**config.mk**
```make
export PLATFORM = sky130hd
export DESIGN_NAME = ifq_fetch_queue
export DESIGN_NICKNAME = d
export VERILOG_FILES = /design/src/rtl/ifq_pkg.sv /design/src/rtl/ifq_fifo.sv /design/src/rtl/ifq_fetch_queue.sv
export SDC_FILE = /design/constraint.sdc
export NUM_CORES = 1
export LEC_CHECK = 0
export ABC_AREA = 1
export CAP_MARGIN = 15
export CORE_MARGIN = 2
export CORE_UTILIZATION = 56
export DETAILED_ROUTE_END_ITERATION = 10
export PLACE_DENSITY = 0.87
export REMOVE_ABC_BUFFERS = 1
export SYNTH_ARGS = -nofsm -noshare
export SYNTH_HDL_FRONTEND = slang
export SYNTH_HIERARCHICAL = 1
export SYNTH_SLANG_ARGS = --single-unit
```
**constraint.sdc**
```tcl
create_clock -name i_clk -period 9.3 [get_ports i_clk]
set_clock_uncertainty 0.1 [all_clocks]
set_input_delay 1.395 -clock i_clk [delete_from_list [all_inputs] [get_ports i_clk]]
set_output_delay 1.395 -clock i_clk [all_outputs]
set_load 0.1 [all_outputs]
```
**src/rtl/ifq_pkg.sv**
```systemverilog
// Shared types and constants for the instruction fetch queue.
package ifq_pkg;

    localparam int XLEN = 32;
    localparam logic [XLEN-1:0] NOP_INSTR = 32'h0000_0013;

    typedef struct packed {
        logic [XLEN-1:0] pc;
        logic [XLEN-1:0] instr;
    } ifq_entry_t;

    function automatic logic [XLEN-1:0] word_align(
        input logic [XLEN-1:0] addr
    );
        return {addr[XLEN-1:2], 2'b00};
    endfunction

endpackage

```
**src/rtl/ifq_fifo.sv**
```systemverilog
// Synchronous FIFO with wrap-bit pointers and a clearing flush input.
module ifq_fifo #(
    parameter int WIDTH = 32,
    parameter int DEPTH = 2
) (
    input  logic                   i_clk,
    input  logic                   i_rst,
    input  logic                   i_flush,
    input  logic                   i_push,
    input  logic [WIDTH-1:0]       i_wdata,
    input  logic                   i_pop,
    output logic [WIDTH-1:0]       o_rdata,
    output logic [$clog2(DEPTH):0] o_count
);

    localparam int AW = $clog2(DEPTH);

    logic [AW:0]      wptr;
    logic [AW:0]      rptr;
    logic [WIDTH-1:0] mem [DEPTH];

    always_ff @(posedge i_clk or negedge i_rst) begin
        if (!i_rst) begin
            wptr <= '0;
            rptr <= '0;
        end else if (i_flush) begin
            wptr <= '0;
            rptr <= '0;
        end else begin
            if (i_push) wptr <= wptr + (AW+1)'(1);
            if (i_pop)  rptr <= rptr + (AW+1)'(1);
        end
    end

    always_ff @(posedge i_clk) begin
        if (i_push && !i_flush) mem[wptr[AW-1:0]] <= i_wdata;
    end

    assign o_rdata = mem[rptr[AW-1:0]];
    assign o_count = wptr - rptr;

endmodule

```
**src/rtl/ifq_fetch_queue.sv**
```systemverilog
// Fetch stage: issues imem requests, tracks in-flight fetches, queues to decode.
// Optional same-cycle response bypass to decode under IFQ_BYPASS_EN.
module ifq_fetch_queue
    import ifq_pkg::*;
#(
    parameter int DEPTH           = 2,
    parameter int MAX_OUTSTANDING = 2
) (
    input  logic            i_clk,
    input  logic            i_rst,
    input  logic [XLEN-1:0] i_pc,
    input  logic            i_pc_valid,
    output logic            o_pc_ready,
    input  logic            i_flush,
    output logic            o_imem_req,
    output logic [XLEN-1:0] o_imem_addr,
    input  logic            i_imem_gnt,
    input  logic            i_imem_rvalid,
    input  logic [XLEN-1:0] i_imem_rdata,
    output logic            o_instr_valid,
    output logic [XLEN-1:0] o_instr,
    output logic [XLEN-1:0] o_instr_pc,
    input  logic            i_instr_ready
);

    localparam int CW = $clog2(DEPTH) + 1;
    localparam int OW = $clog2(MAX_OUTSTANDING + 1);
    localparam int DW = OW + 2;

    logic [OW-1:0]   outstanding;
    logic [DW-1:0]   drop_cnt;
    logic [CW-1:0]   q_count;
    logic [CW-1:0]   p_count;
    ifq_entry_t      q_head;
    ifq_entry_t      byp_entry;
    ifq_entry_t      out_entry;
    logic [XLEN-1:0] p_head;

    logic credit;
    logic grant;
    logic rv_drop;
    logic rv_take;
    logic rv_hit;
    logic byp;
    logic q_nonempty;
    logic q_push;
    logic q_pop;

    assign credit = (32'(q_count) + 32'(outstanding) < 32'(DEPTH))
                 && (32'(outstanding) < 32'(MAX_OUTSTANDING));

    assign o_imem_req  = i_rst & i_pc_valid & credit & !i_flush;
    assign o_imem_addr = i_rst ? word_align(i_pc) : '0;
    assign grant       = o_imem_req & i_imem_gnt;
    assign o_pc_ready  = grant;

    // A stray rvalid with nothing in flight hits neither counter.
    assign rv_drop = i_imem_rvalid & (drop_cnt != '0);
    assign rv_take = i_imem_rvalid & (drop_cnt == '0)
                   & (outstanding != '0);
    assign rv_hit  = rv_drop | rv_take;

    assign q_nonempty = (q_count != '0);

`ifdef IFQ_BYPASS_EN
    assign byp = rv_take & !q_nonempty & i_instr_ready & !i_flush;
`else
    assign byp = 1'b0;
`endif

    assign q_push = rv_take & !byp;
    assign q_pop  = q_nonempty & i_instr_ready;

    assign byp_entry.pc    = p_head;
    assign byp_entry.instr = i_imem_rdata;

    ifq_fifo #(
        .WIDTH (XLEN),
        .DEPTH (MAX_OUTSTANDING)
    ) u_pend (
        .i_clk   (i_clk),
        .i_rst   (i_rst),
        .i_flush (i_flush),
        .i_push  (grant),
        .i_wdata (i_pc),
        .i_pop   (rv_take),
        .o_rdata (p_head),
        .o_count (p_count)
    );

    ifq_fifo #(
        .WIDTH ($bits(ifq_entry_t)),
        .DEPTH (DEPTH)
    ) u_queue (
        .i_clk   (i_clk),
        .i_rst   (i_rst),
        .i_flush (i_flush),
        .i_push  (q_push),
        .i_wdata (byp_entry),
        .i_pop   (q_pop),
        .o_rdata (q_head),
        .o_count (q_count)
    );

    always_ff @(posedge i_clk or negedge i_rst) begin
        if (!i_rst) begin
            outstanding <= '0;
            drop_cnt    <= '0;
        end else if (i_flush) begin
            outstanding <= '0;
            drop_cnt    <= drop_cnt + DW'(outstanding)
                         - DW'(rv_hit);
        end else begin
            outstanding <= outstanding + OW'(grant)
                         - OW'(rv_take);
            if (rv_drop) drop_cnt <= drop_cnt - DW'(1);
        end
    end

    always_comb begin
        out_entry = '0;
        if (q_nonempty) out_entry = q_head;
        else if (byp)   out_entry = byp_entry;
    end

    assign o_instr_valid = q_nonempty | byp;
    assign o_instr       = out_entry.instr;
    assign o_instr_pc    = out_entry.pc;

`ifndef SYNTHESIS
    a_no_stray_rvalid: assert property (
        @(posedge i_clk) disable iff (!i_rst)
        !(i_imem_rvalid && outstanding == '0 && drop_cnt == '0)
    ) else $error("ifq: rvalid with nothing in flight");

    a_pend_tracks: assert property (
        @(posedge i_clk) disable iff (!i_rst)
        32'(p_count) == 32'(outstanding)
    ) else $error("ifq: pending fifo out of step");
`endif

endmodule

```
==> key figures <==
Route
  • # DRC: 0
  • Initial DRT Pass Iterations: 4
  • Routed wire length: 17.5 mm
  • Vias: 5900
  • Starting DRT DRC Count: 328
  • Routed len/inst: 14.2 µm
  • Drt via density: 4.79
  • Post-route ant nets: 0

Power and ir drop
  • VDD IR max: 0.171 mV
  • Power Total: 2.72 mW
  • PwrDens: 243 mW/mm²
  • Lkg Pwr: 4.84 nW

Critical path
  • Critical path fanouts, max: 13
  • CP peak stage delay: 1.16 ns
  • Most frequent cell on the critical path: clkdlybuf4s50_1
  • Crit-path leading delay family: buffers and inverters
  • CP endpoint kind: output pin
  • Slowest CP cell: clkdlybuf4s50_1
  • Critical Path Source Type: input port
  • Critical-path cell list: clkdlybuf4s50_1, nor3_2, and2_1, clkdlybuf4s50_1
  • CP Data Arrival Time: 3.75 ns
  • Critical path type: in2out
  • CP required: 7.81 ns
  • Buf/Inv on CP: 2

CTS
  • Setup bufs post-CTS: 0
  • Clock Sinks: 204
  • CTS root buffer: clkbuf_16
  • CTS Buf Count: 21
  • CTS tree: built
  • Post-cts hold buffer count: 0
  • Max Root-Sink Buffers: 3
  • Clk Latency, worst-skew pair: 0.48 ns
  • Clock Pin Slew Worst Setup and Hold Paths: 0.06 ns
  • Post-CTS resize count: 0
  • Htree depth: 1

Place
  • Dpl cells: 1193
  • Post-Place Worst Slack: 4.05 ns
  • Placer Congestion: 0.755
  • DPL Wire Length: 10.6 mm
  • Port-buffer cells: 167

Logic synthesis
  • Synth Instances: 839
  • YS warnings: 6
  • Post-Syn Area: 0.00879 mm²
  • Mean post-synth cell area: 10.5 µm²

Final layout
  • Layout Cells excl Fill: 1231
  • Layout fillers: 994
  • Layout area overhead: 27.3%
  • Layout Nets: 1088
  • Fraction of layout cells with a size suffix above 1: 4.91%

STA
  • Worst rel slew slack: 30.0%
  • F_max: 191 MHz
  • Total negative setup slack: 0 ns
  • Period utilization: 56.4%
  • Final Setup Violations: 0
  • Final min period: 5.25 ns
  • Hold Slack: 0.433 ns
  • Worst-Margin Slew: 1.05 ns
  • Final worst slack: 4.05 ns
  • Unrepaired setup endpoints after global routing: no
  • Final hold vios: 0
  • Slew Limit Fails: 0

Status
  • Outcome: complete, no violations

Floorplan
  • Die width: 129 µm
  • I/O pin count: 170
  • Core area: 0.0153 mm²
  • Row Count: 45
  • Starting density of the core: 57.6%
  • Die extent in y: 129 µm
  • Die area: 0.0167 mm²

Worst hold path
  • Min-Delay Path Class: reg2reg

Global routing
  • Initial antenna violation count: 1
  • First-pass GRT wire length: 27.6 mm
  • Total congestion overflow: 0
  • Largest net degree at the start of global routing: 69
  • Overall Global Routing Usage: 21.1%
  • Met3 Use GR: 4.29%
  • Busiest grt layer: met2
  • Met2 Use GR: 39.2%
  • Met1 GRT Util: 24.8%
  • Number of global-route vias before repair: 5706

Job
  • Max-cap violations: 0
[final cells by class]
cell class,instances,area [µm²],share of cell area (%)
repair buffers,176,1730,15.5
flip-flops and latches,204,6070,54.2
diodes,1,2.50,0.0224
clock inverters,12,113,1.01
inverters,129,489,4.37
clock buffers,25,541,4.83
multi-input cells,473,1980,17.7
well taps,211,264,2.36
[sequential cells by signal (all words and copies together) (netlist names)]
register / count
drop_cnt: 4
outstanding: 2
u_pend/mem: 64
u_pend/rptr: 1
u_pend/wptr: 1
u_queue/mem: 128
u_queue/rptr: 2
u_queue/wptr: 2
[report_power, final]
part	switching, mW	leakage [nW]	internal (mW)
clock network	0.319	0.321	0.470
logic	0.695	2.64	0.216
registers	0.00824	1.88	1.02
[final timing paths]
| kind | depth (start not counted) | from | end | slack (ns) |
|---|---|---|---|---|
| hold / removal | 2 | u_pend/mem[0][15]$_DFFE_PP_ | u_queue/mem[0][47]$_DFFE_PP_ | 0.43 |
| setup reg to reg | 13 | u_queue/wptr[0]$_DFFE_PN0P_ | u_pend/mem[0][15]$_DFFE_PP_ | 6.13 |
| min in group asynchronous | 2 | i_rst | u_pend/wptr[0]$_DFFE_PN0P_ | 0.86 |
| setup / recovery | 4 | i_flush | o_pc_ready | 4.05 |
| max in group asynchronous | 2 | i_rst | u_queue/rptr[0]$_DFFE_PN0P_ | 7.88 |
| hold reg to reg | 2 | u_pend/mem[0][15]$_DFFE_PP_ | u_queue/mem[0][47]$_DFFE_PP_ | 0.43 |
[worst min-delay path, cell delays in order, from the launching register on]
cell	delay, ns
edfxtp_1	0.32
nand2_1	0.05
nand2_1	0.06
[stage by stage]
step,utilization (%),cell area (µm²)
2_1_floorplan,-,8520
3_3_place_gp,69.0,10500
3_5_place_dp,69.0,10500
4_1_cts,73.3,11200
5_1_grt,73.3,11200
6_report,73.3,11200
[metal layers]
metal  share of wire (%)  routed length, µm  up-vias
met5                   0                  0        -
met4                 1.8                308        0
met3                 7.1               1240       25
met2                  52               9100      180
met1                  39               6830     2741
li1                    -                  -     2954
[cells in the final DEF (no fill, tap or decap), types with 7 or more instances in the layout]
cell and n:
nor2_1 79, nand3_1 12, clkdlybuf4s50_1 166, inv_1 125, nand2_1 345, ha_1 10
o21ai_0 7, edfxtp_1 192, buf_4 9, clkbuf_16 21, dfrtp_1 11
Power figures use the tool's default switching activity.
